### config.mk
export PLATFORM = sky130hd
export DESIGN_NAME = sram_arbiter
export DESIGN_NICKNAME = d
export VERILOG_FILES = /design/src/rtl/sram_arbiter_pkg.sv /design/src/rtl/sram_arbiter_rr.sv /design/src/rtl/sram_arbiter.sv
export SDC_FILE = /design/constraint.sdc
export NUM_CORES = 1
export LEC_CHECK = 0
export ABC_AREA = 0
export BUFFER_PORTS_ARGS = -buffer_cell sky130_fd_sc_hd__buf_2
export CELL_PAD_IN_SITES_DETAIL_PLACEMENT = 1
export CELL_PAD_IN_SITES_GLOBAL_PLACEMENT = 1
export CORE_UTILIZATION = 22
export DETAILED_ROUTE_END_ITERATION = 8
export PLACE_DENSITY = 0.87
export REMOVE_ABC_BUFFERS = 1
export SYNTH_ARGS = -nofsm -noshare
export SYNTH_HDL_FRONTEND = slang
export SYNTH_SLANG_ARGS = --single-unit
### constraint.sdc
create_clock -name clk -period 1.95 [get_ports clk]
set_input_delay 0.2925 -clock clk [delete_from_list [all_inputs] [get_ports clk]]
set_output_delay 0.2925 -clock clk [all_outputs]
set_load 0.01 [all_outputs]
### src/rtl/sram_arbiter_pkg.sv
// sram_arb_pkg: shared types and the round-robin pick helper for sram_arbiter.
package sram_arb_pkg;
  typedef enum logic [0:0] {ARB, LOCKED} arb_state_t;
  localparam int MAX_REQ = 8;
  // Unused valid bits above NUM_REQ are zero, so wrapping modulo MAX_REQ equals wrapping modulo NUM_REQ.
  function automatic logic [MAX_REQ-1:0] rr_pick(input logic [MAX_REQ-1:0] valid, input logic [2:0] ptr);
    logic [MAX_REQ-1:0] g;
    logic [2:0] idx;
    g = '0;
    for (int k = MAX_REQ - 1; k >= 0; k--) begin
      idx = ptr + 3'(k);
      if (valid[idx]) g = MAX_REQ'(1) << idx;
    end
    return g;
  endfunction
endpackage

### src/rtl/sram_arbiter_rr.sv
// rr_arbiter: combinational one-hot round-robin pick starting at ptr_i.
module rr_arbiter
  import sram_arb_pkg::*;
#(
  parameter int N  = 2,
  parameter int IW = 1
) (
  input  logic [N-1:0]  valid_i,
  input  logic [IW-1:0] ptr_i,
  output logic [N-1:0]  grant_o
);
  assign grant_o = N'(rr_pick(MAX_REQ'(valid_i), 3'(ptr_i)));
endmodule

### src/rtl/sram_arbiter.sv
// sram_arbiter: round-robin, lockable arbiter in front of a single-port 1-cycle-read SRAM.
module sram_arbiter
  import sram_arb_pkg::*;
#(
  parameter int NUM_REQ    = 2,
  parameter int DATA_WIDTH = 8,
  parameter int ADDR_WIDTH = 4
) (
  input  logic                            clk,
  input  logic                            rst,
  input  logic [NUM_REQ-1:0]              req_valid,
  output logic [NUM_REQ-1:0]              req_ready,
  input  logic [NUM_REQ-1:0]              req_we,
  input  logic [NUM_REQ-1:0]              req_lock,
  input  logic [NUM_REQ*ADDR_WIDTH-1:0]   req_addr,
  input  logic [NUM_REQ*DATA_WIDTH-1:0]   req_wdata,
  output logic [NUM_REQ-1:0]              rsp_valid,
  output logic [DATA_WIDTH-1:0]           rsp_rdata,
  output logic                            mem_cs,
  output logic                            mem_we,
  output logic [ADDR_WIDTH-1:0]           mem_addr,
  output logic [DATA_WIDTH-1:0]           mem_din,
  input  logic [DATA_WIDTH-1:0]           mem_dout
);
  localparam int IW = (NUM_REQ > 1) ? $clog2(NUM_REQ) : 1;
  arb_state_t state_q, state_d;
  logic [IW-1:0] rr_ptr_q, rr_ptr_d, owner_q, owner_d, rd_id_q, rd_id_d, w;
  logic rd_pend_q, rd_pend_d, acc;
  logic [NUM_REQ-1:0] pick;
  function automatic logic [IW-1:0] nxt(input logic [IW-1:0] i);
    return (i == IW'(NUM_REQ - 1)) ? '0 : i + 1'b1;
  endfunction
  rr_arbiter #(.N(NUM_REQ), .IW(IW)) u_rr (
    .valid_i(req_valid),
    .ptr_i  (rr_ptr_q),
    .grant_o(pick)
  );
  assign req_ready = rst ? '0 : (state_q == LOCKED) ? NUM_REQ'(1) << owner_q : pick;
  assign acc = |(req_ready & req_valid);
  always_comb begin
    w = '0;
    for (int i = 0; i < NUM_REQ; i++) if (req_ready[i]) w = IW'(i);
  end
  assign mem_cs    = acc;
  assign mem_we    = acc & req_we[w];
  assign mem_addr  = acc ? req_addr[w*ADDR_WIDTH +: ADDR_WIDTH] : '0;
  assign mem_din   = acc ? req_wdata[w*DATA_WIDTH +: DATA_WIDTH] : '0;
  assign rd_pend_d = acc & ~req_we[w];
  assign rd_id_d   = w;
  // A response from before a reset must not leak out during it.
  assign rsp_valid = (rd_pend_q & ~rst) ? NUM_REQ'(1) << rd_id_q : '0;
  assign rsp_rdata = (rd_pend_q & ~rst) ? mem_dout : '0;
  always_comb begin
    state_d  = state_q;
    owner_d  = owner_q;
    rr_ptr_d = rr_ptr_q;
    if (state_q == ARB) begin
      if (acc) begin
        rr_ptr_d = nxt(w);
        state_d  = req_lock[w] ? LOCKED : ARB;
        owner_d  = req_lock[w] ? w : owner_q;
      end
    end else if (!req_lock[owner_q]) begin
      state_d  = ARB;
      rr_ptr_d = nxt(owner_q);
    end
  end
  always_ff @(posedge clk) begin
    if (rst) begin
      state_q   <= ARB;
      rr_ptr_q  <= '0;
      owner_q   <= '0;
      rd_pend_q <= 1'b0;
      rd_id_q   <= '0;
    end else begin
      state_q   <= state_d;
      rr_ptr_q  <= rr_ptr_d;
      owner_q   <= owner_d;
      rd_pend_q <= rd_pend_d;
      rd_id_q   <= rd_id_d;
    end
  end
endmodule

# Word level (Yosys, flattened, before mapping)
# Index checks and enable logic that the tools add are counted.
[op_classes] n_shift=12 n_reduce_logical=4 n_lt_le_gt_ge=10 n_addsub=9 n_eq_ne=1 n_mux=46 bitwise_logic=7
[ops] op="less-than comparator 3 x 4 -> 1 bit, second input constant" count=7
[ops] op="two-way mux 1 bit" count=25
[ops] op="two-way mux 2 bit" count=11
[ops] op="binary-select mux 1 bit (select 3 bit)" count=7
[ops] op="left shift 1 x 3 -> 2 bit, first input constant" count=6
[ops] op="two-way mux 8 bit" count=2
[ops] op="variable part select 16 x 5 -> 8 bit" count=1
[ops] op="variable part select 8 x 4 -> 4 bit" count=1
[ops] op="adder 1 x 2 -> 3 bit, second input constant" count=2
[ops] op="adder 1 x 3 -> 3 bit, second input constant" count=2
[ops] op="left shift 1 x 1 -> 2 bit, first input constant" count=3
[ops] op="less-than comparator 1 x 2 -> 1 bit, second input constant" count=2
[ops] op="less-than comparator 1 x 4 -> 1 bit, second input constant" count=1
[ops] op="two-way mux 4 bit" count=1
[ops] op="adder 2 x 1 -> 3 bit, second input constant" count=1
[ops] op="adder 2 x 2 -> 3 bit, second input constant" count=1
[ops] op="bitwise AND 1 bit" count=3
[ops] op="inverter 1 bit" count=3
[ops] op="AND reduction 3 bit" count=1
[ops] op="adder 1 bit, second input constant" count=2
[ops] op="adder 1 x 1 -> 2 bit, second input constant" count=1
[ops] op="bitwise AND 2 bit" count=1
[ops] op="!= test 2 bit, second input constant" count=1
[ops] op="AND reduction 2 bit" count=1
[ops] op="3 further kinds" count=3
[totals] elab_cells=94 ff_bits=5 out_inout_bits=26 in_bits=40

# Depth between registers and ports, before layout
# Gate-level depths: netlist (run 1).
[logic_depth] word_depth=19 mapped_depth=7 ltp_nobuf=4

# Modules after synthesis
# From an unflattened synthesis (run 1), not the netlist that was laid out.
[hier_totals] cells_unflattened=106 hier_area_um2=769.5
[by_module_without_submodules] mod="sram_arbiter" area_each_um2=750.7 cells_per_inst=103 n_inst=1 seq_area_each_um2=100.1
[by_module_without_submodules] mod="rr_arbiter" area_each_um2=18.8 cells_per_inst=3 n_inst=1 seq_area_each_um2=0.0

# Least setup slack after synthesis (run 1)
# No wires, ideal clock.
[synth_timing] path_kind="register to output" from="register state_q" to="output mem_addr[0]" stages_incl_launch_ff=8 t_required_ps=1657 path_slack_ps=445 arrival_time_ps=1213 path_buffers=3 path_cell_list="dfxtp_1 > buf_6 > nor2b_2 > a22o_1 > buf_6 > buf_6 > nand2_1 > a21oi_1"
[synth_via] elab_chain_len=5 elab_cells_between_ends=7 cone_classes="shift: 1; mux: 4; bitwise: 1; reduce/logical: 1"
[synth_lines] element="from (decl)" line="sram_arbiter.sv:26" text="arb_state_t state_q, state_d;"
[synth_lines] element="from (signal assigned)" line="sram_arbiter.sv:76" text="state_q <= state_d;"
[synth_lines] element="two-way mux 2 bit (*) (2 in a row)" line="sram_arbiter.sv:38" text="assign req_ready = rst ? '0 : (state_q == LOCKED) ? NUM_REQ'(1) << owner_q : pick;"
[synth_lines] element="two-way mux 1 bit / bitwise AND 2 bit (equally long branches)" line="sram_arbiter.sv:42, sram_arbiter.sv:39"
[synth_lines] element="variable part select 8 x 4 -> 4 bit / OR reduction 2 bit (equally long branches)" line="sram_arbiter.sv:46, sram_arbiter.sv:39"
[synth_lines] element="two-way mux 4 bit (*)" line="sram_arbiter.sv:46" text="assign mem_addr = acc ? req_addr[w*ADDR_WIDTH +: ADDR_WIDTH] : '0;"
[synth_lines] element="to (decl)" line="sram_arbiter.sv:21" text="output logic [ADDR_WIDTH-1:0] mem_addr,"
# Every way passes the cells marked *; elsewhere a longest branch is shown, timed or not.

# Final worst setup path (run 1)
[layout_timing] from="register rr_ptr_q" to="output mem_addr[3]"
[layout_via] elab_chain_len=16 elab_cells_between_ends=46 cone_classes="add/sub: 7; shift: 9; mux: 28; bitwise: 1; reduce/logical: 1"
[layout_lines] element="from (decl)" line="sram_arbiter.sv:27" text="logic [IW-1:0] rr_ptr_q, rr_ptr_d, owner_q, owner_d, rd_id_q, rd_id_d, w;"
[layout_lines] element="from (signal assigned)" line="sram_arbiter.sv:77" text="rr_ptr_q <= rr_ptr_d;"
[layout_lines] element="adder 2 x 1 -> 3 bit" line="sram_arbiter_pkg.sv:11" text="idx = ptr + 3'(k);"
[layout_lines] element="binary-select mux 1 bit (select 3 bit)" line="sram_arbiter_pkg.sv:12" text="if (valid[idx]) g = MAX_REQ'(1) << idx;"
[layout_lines] element="two-way mux 1 bit (not written as such)" line="sram_arbiter_pkg.sv:12"
[layout_lines] element="two-way mux 2 bit (7 in a row)" line="sram_arbiter_pkg.sv:12"
[layout_lines] element="two-way mux 2 bit (*)" line="sram_arbiter_pkg.sv:12"
[layout_lines] element="two-way mux 2 bit (*) (2 in a row)" line="sram_arbiter.sv:38"
[layout_lines] element="two-way mux 1 bit / bitwise AND 2 bit (equally long branches)" line="sram_arbiter.sv:42, sram_arbiter.sv:39"
[layout_lines] element="variable part select 8 x 4 -> 4 bit / OR reduction 2 bit (equally long branches)" line="sram_arbiter.sv:46, sram_arbiter.sv:39"
[layout_lines] element="two-way mux 4 bit (*)" line="sram_arbiter.sv:46"
# Every way passes the cells marked *; elsewhere a longest branch is shown, timed or not. The select of a mux whose other input is x is not followed.

==> impl_metrics.env, run 1 <==
export IMPL_status="completed"
export IMPL_grt_pass1_vias=798
export IMPL_grt_pass1_wl_um=3387
export IMPL_cts_sinks=5
export IMPL_yosys_area_share_adder_pct=0
export IMPL_grt_max_degree=17
export IMPL_fp_row_count=18
export IMPL_finalClockSkew_ns=0.002310
export IMPL_numCtsBuffers=3
export IMPL_mostFrequentLayoutCells="buf_2, nand2_1, a21oi_1"
export IMPL_crit_cells=6
export IMPL_maxCapViolCount=0
export IMPL_clk_pin_slew_ns=0.04
export IMPL_io_buffers=65
export IMPL_fin_setup_tns_ns=0
export IMPL_cp_top_family="compound AO/OA/AOI/OAI gates"
export IMPL_ant_nets=0
export IMPL_fin_crit_sh_pct=94.40
export IMPL_yosysUniqueCellTypes=25
export IMPL_initial_core_util_pct=23.86
export IMPL_hpwl_um=1966
export IMPL_syn_avg_cell_area_um2=6.613
export IMPL_cts_tree="done"
export IMPL_rsz0062_at_grt="false"
export IMPL_critPathArrivalTime_ns=1.55
export IMPL_drt_pass1_iterations=4
export IMPL_drv_slew=0
export IMPL_end_kind="output pin"
export IMPL_hold_start="req_we[0]"
export IMPL_worstSetupPathType="reg -> out"
export IMPL_ctsHoldBuffers=0
export IMPL_n_antenna_cell=0
export IMPL_place_gp_congestion=0.7405
export IMPL_ff2ff_path_depth=5
export IMPL_num_io_pins=66
export IMPL_core_um2=2522
export IMPL_track_usage_pct=16.09
export IMPL_synth_compound_area_share_pct=21.21
export IMPL_reg2reg_from="rr_ptr_q$_SDFFE_PP0P_"
export IMPL_root_buffer="clkbuf_4"
export IMPL_wl_per_cell_um=12.68
export IMPL_drive_gt1_share_pct=50.64
export IMPL_power_leakage_uw=0.0005805
export IMPL_die_w_um=54.30
export IMPL_netlist_area_um2=601.8
export IMPL_path_buf_inv=2
export IMPL_synth_xor_area_share_pct=0
export IMPL_fillCellCount=347
export IMPL_post_cts_resize_count=1
export IMPL_dieArea_um2=2948
export IMPL_nNetsFinal=197
export IMPL_critPathMaxFanout=16
export IMPL_wl_um=2358
export IMPL_critPathLaunch="rr_ptr_q$_SDFFE_PP0P_"
export IMPL_setup_violations=0
export IMPL_p_per_area_nw_per_um2=498.6
export IMPL_placed_area_um2=940.9
export IMPL_grt_ovfl_total=0
export IMPL_clock_latency_ns=0.24
export IMPL_layout_commonest_cell="buf_2"
export IMPL_cp_slowest_cell="dfxtp_1"
export IMPL_fmax_mhz=543.2
export IMPL_hold_path_class="in -> reg"
export IMPL_cts_max_level=1
export IMPL_yosysWarnings=0
export IMPL_via_count=877
export IMPL_start_kind="flop"
export IMPL_worstReg2RegEnd="rd_pend_q$_SDFF_PP0_"
export IMPL_drt_initial_drc_count=13
export IMPL_hold_violations=0
export IMPL_slowest_delay_ns=0.35
export IMPL_area_growth_syn_to_layout_pct=62.16
export IMPL_fin_area_um2=975.9
export IMPL_synth_mux_area_fraction_pct=8.524
export IMPL_syn_instance_count=91
export IMPL_required_ns=1.66
export IMPL_synth_top_family_by_area="simple AND/OR/NAND/NOR gates"
export IMPL_cts_buffer_depth=2
export IMPL_tightest_slew_ns=0.4156
export IMPL_worstPathCellList="nand2b_1 -> a22o_1 -> buf_12 -> nand2_1 -> a21oi_1 -> buf_2"
export IMPL_ir_drop_uv=188.8
export IMPL_synth_simple_area_share_pct=42.00
export IMPL_ys_ff_latch=5
export IMPL_fin_crit_ns=1.841
export IMPL_post_cts_buffers=0
export IMPL_endpoint="mem_addr[3]"
export IMPL_die_y_um=54.30
export IMPL_drc=0
export IMPL_timing_slew_headroom_pct=72.24
export IMPL_r2r_slack_ns=0.66
export IMPL_whs_path_depth=2
export IMPL_yosysSeqAreaShare_pct=16.63
export IMPL_antenna_found_initial=0
export IMPL_vias_per_cell=4.715
[flip-flops by register name, summed over array words and instances, names as in the netlist]
register   cells
owner_q        1
rd_id_q        1
rd_pend_q      1
rr_ptr_q       1
state_q        1
[layer usage]
| metal | part of all wire [%] | track usage (%) |
|---|---|---|
| met1 | 37 | 16.34 |
| met2 | 52 | 30.69 |
| met4 | 0.34 | 6.410 |
| met3 | 10 | 4.167 |
| met5 | 0 | 0 |
[logic make-up (layout without fill, tap and decap cells)]
logic type | after synthesis | after routing
AOI/OAI and AO/OA | 18 | 18
DFF | 5 | 5
and+or+nand+nor | 52 | 52
buffers and inverters | 11 | 76
muxes | 5 | 5
[synth_stat cells]
cell      number  share of area (%)
nand3_2        1                1.7
dfxtp_1        5                 17
nor2b_1        3                3.1
nand2_1       29                 18
a22o_1         1                1.5
buf_4          1                1.2
a21oi_1       12                 10
a22oi_2        1                2.1
inv_1          5                3.1
nand2b_1       1                1.0
or2_2          1                1.0
o221ai_2       1                2.5
a221oi_2       1                2.5
and2_1         9                9.4
buf_6          3                5.6
nor2b_2        1                1.5
mux2_2         1                1.9
buf_2          2                1.7
nand4_1        1                1.0
a22oi_1        1                1.2
nand2_4        1                1.9
nand3_1        1               0.83
nor2_1         4                2.5
mux2i_1        4                6.7
o311ai_0       1                1.5
[through the flow]
| stage | hold slack (ns) | setup WS, ns | power (µW) | utilization, % | instances |
|---|---|---|---|---|---|
| 6_report | 0.2575 | 0.1091 | 486.6 | 38.69 | 186 |
| 5_1_grt | 0.2505 | 0.02628 | 526.0 | 38.69 | 186 |
| 4_1_cts | 0.2483 | 0.01751 | 497.3 | 38.64 | 186 |
| 3_5_place_dp | 0.5070 | 0.2595 | 368.6 | 37.30 | 182 |
| 3_3_place_gp | 0.5020 | 0.3431 | 358.8 | 37.30 | 182 |
| 2_1_floorplan | 0.3649 | 0.3324 | 250.8 | - | 85 |
[cell type report]
class                      count  area [µm²]  area share, %
multi-input combinational     75       439.2          45.00
timing repair buffer          67       352.8          36.15
sequential                     5       101.3          10.38
tap                           30       37.54          3.846
clock buffer                   4       26.28          2.692
inverter                       5       18.77          1.923
[power breakdown]
group	total, µW	switching, µW	internal [µW]
Combinational	240	128	112
Sequential	128	13.8	114
Clock	119	41.5	77.3
[worst min path at each step]
stage | to | slack [ns]
CTS | rd_pend_q$_SDFF_PP0_ | 0.25
finish | rd_pend_q$_SDFF_PP0_ | 0.26
floorplan | rr_ptr_q$_SDFFE_PP0P_ | 0.36
detailed placement | rd_pend_q$_SDFF_PP0_ | 0.51
global route | rd_pend_q$_SDFF_PP0_ | 0.25
global placement | rd_pend_q$_SDFF_PP0_ | 0.50
(Power assumes the default switching activity.)
==> run 2, diff against run 1 <==
--- a/config.mk
+++ b/config.mk
@@ -10,8 +10,9 @@
 export CELL_PAD_IN_SITES_DETAIL_PLACEMENT = 1
 export CELL_PAD_IN_SITES_GLOBAL_PLACEMENT = 1
 export CORE_UTILIZATION = 22
+export CTS_CLUSTER_SIZE = 28
 export DETAILED_ROUTE_END_ITERATION = 8
-export PLACE_DENSITY = 0.87
+export PLACE_DENSITY = 0.94
 export REMOVE_ABC_BUFFERS = 1
 export SYNTH_ARGS = -nofsm -noshare
 export SYNTH_HDL_FRONTEND = slang
==> impl_metrics.env, run 2 (same netlist as run 1, synthesis figures left out) <==
export IMPL_track_usage_pct=15.68
export IMPL_fin_area_um2=967.2
export IMPL_drv_slew=0
export IMPL_combPwrFrac_pct=48.1
export IMPL_num_io_pins=66
export IMPL_met2_wirelength_um=1225
export IMPL_fin_crit_ns=1.828
export IMPL_nNetsFinal=197
export IMPL_maxCapViolCount=0
export IMPL_crit_cells=6
export IMPL_reg2reg_from="state_q$_SDFF_PP0_"
export IMPL_fin_setup_tns_ns=0
export IMPL_critPathLaunch="state_q$_SDFF_PP0_"
export IMPL_fp_row_count=18
export IMPL_fillCellCount=343
export IMPL_mostFrequentLayoutCells="buf_2, nand2_1, a21oi_1"
export IMPL_grt_max_degree=17
export IMPL_fin_crit_sh_pct=93.74
export IMPL_setup_violations=0
export IMPL_die_y_um=54.30
export IMPL_die_w_um=54.30
export IMPL_drt_met1_wl_um=847
export IMPL_core_um2=2522
export IMPL_n_antenna_cell=0
export IMPL_finalClockSkew_ns=0.008814
export IMPL_critPathArrivalTime_ns=1.54
export IMPL_drt_initial_drc_count=9
export IMPL_clock_latency_ns=0.25
export IMPL_hold_path_class="in -> reg"
export IMPL_worstPathCellList="nor2b_2 -> a22o_1 -> buf_6 -> mux2i_1 -> nor2_1 -> buf_2"
export IMPL_switching_share_pct=38.61
export IMPL_drc=0
export IMPL_clk_pin_slew_ns=0.05
export IMPL_ant_nets=0
export IMPL_start_kind="flop"
export IMPL_via_count=890
export IMPL_wl_per_cell_um=12.33
export IMPL_cts_tree="done"
export IMPL_hold_violations=0
export IMPL_io_buffers=65
export IMPL_drive_gt1_share_pct=50.64
export IMPL_post_cts_buffers=0
export IMPL_cts_max_level=1
export IMPL_hpwl_um=1879
export IMPL_ctsHoldBuffers=0
export IMPL_end_kind="output pin"
export IMPL_worstReg2RegEnd="rd_pend_q$_SDFF_PP0_"
export IMPL_path_buf_inv=2
export IMPL_numCtsBuffers=3
export IMPL_area_growth_syn_to_layout_pct=60.71
export IMPL_cts_sinks=5
export IMPL_worstSetupPathType="reg -> out"
export IMPL_p_clk_share_pct=25.8
export IMPL_placed_area_um2=928.4
export IMPL_cp_top_family="flip-flops"
export IMPL_power_leakage_uw=0.0005778
export IMPL_p_per_area_nw_per_um2=503.5
export IMPL_dieArea_um2=2948
export IMPL_critPathMaxFanout=16
export IMPL_layout_commonest_cell="buf_2"
export IMPL_routed_wl_met3_um=215
export IMPL_slowest_delay_ns=0.37
export IMPL_drt_pass1_iterations=3
export IMPL_grt_ovfl_total=0
export IMPL_cts_buffer_depth=2
export IMPL_r2r_slack_ns=0.64
export IMPL_grt_pass1_vias=852
export IMPL_power_switching_uw=188.0
export IMPL_cp_slowest_cell="dfxtp_2"
export IMPL_required_ns=1.66
export IMPL_initial_core_util_pct=23.86
export IMPL_tightest_slew_ns=0.4189
export IMPL_ff2ff_path_depth=5
export IMPL_antenna_found_initial=0
export IMPL_ir_drop_uv=200.7
export IMPL_status="completed"
export IMPL_timing_slew_headroom_pct=72.02
export IMPL_fmax_mhz=547.1
export IMPL_grt_pass1_wl_um=3374
export IMPL_place_gp_congestion=0.8597
export IMPL_pwr_share_seq_pct=26.1
export IMPL_wl_um=2294
export IMPL_root_buffer="clkbuf_4"
export IMPL_endpoint="mem_we"
export IMPL_rsz0062_at_grt="false"
export IMPL_vias_per_cell=4.785
export IMPL_topRoutingLayerUsed="met4"
export IMPL_internal_power_uw=299.0
## run 2: cell counts in the layout (fill, tap and decap cells not counted)
No cell type changed its count.
## run 2: worst min path at each step
| stage | start | endpoint | slack, ns | cells after the start |
|---|---|---|---|---|
| after floorplan | rst | rr_ptr_q$_SDFFE_PP0P_ | 0.36 | 1 |
| after global placement | req_we[0] | rd_pend_q$_SDFF_PP0_ | 0.50 | 2 |
| after detailed placement | req_we[0] | rd_pend_q$_SDFF_PP0_ | 0.50 | 2 |
| after CTS | req_we[0] | rd_pend_q$_SDFF_PP0_ | 0.24 | 2 |
| after global routing | req_we[0] | rd_pend_q$_SDFF_PP0_ | 0.26 | 2 |
| final | req_we[0] | rd_pend_q$_SDFF_PP0_ | 0.25 | 2 |
## run 2: power by group through the flow
| stage | combinational (µW) | clock, µW | sequential [µW] |
|---|---|---|---|
| 3_3_place_gp | 218 | 0 | 127 |
| 2_1_floorplan | 126 | 0 | 125 |
| 5_1_grt | 261 | 137 | 129 |
| 4_1_cts | 233 | 127 | 127 |
| 3_5_place_dp | 232 | 0 | 129 |
| 6_report | 234 | 126 | 127 |
## run 2: metal layers
layer,up-vias,global-route usage (%)
met5,-,0
met4,0,3.846
met3,2,2.778
met2,51,32.52
met1,407,15.50
li1,430,-
## run 2: per-stage QoR
step	util, %	worst slack, ns	total power [µW]	hold slack (ns)	cells
2_1_floorplan	-	0.3324	250.8	0.3649	85
3_3_place_gp	36.81	0.3407	345.5	0.5031	182
3_5_place_dp	36.81	0.2569	360.7	0.5000	182
4_1_cts	37.85	0.02055	487.2	0.2444	186
5_1_grt	38.34	0.02858	527.0	0.2627	186
6_report	38.34	0.1221	487.0	0.2498	186
## run 2: final cells by class
| class | count | area [µm²] | share of cell area [%] |
|---|---|---|---|
| inverters | 5 | 18.77 | 1.940 |
| multi-input cells | 75 | 439.2 | 45.41 |
| flip-flops and latches | 5 | 101.3 | 10.48 |
| well taps | 30 | 37.54 | 3.881 |
| repair buffers | 67 | 344.1 | 35.58 |
| clock buffers | 4 | 26.28 | 2.717 |
## run 2: timing repair
item | 4_1_cts | 5_1_grt
endpoints found under the hold margin | 0 | 0
endpoints found under the setup margin | 0 | 13
gates resized for setup | 0 | 3
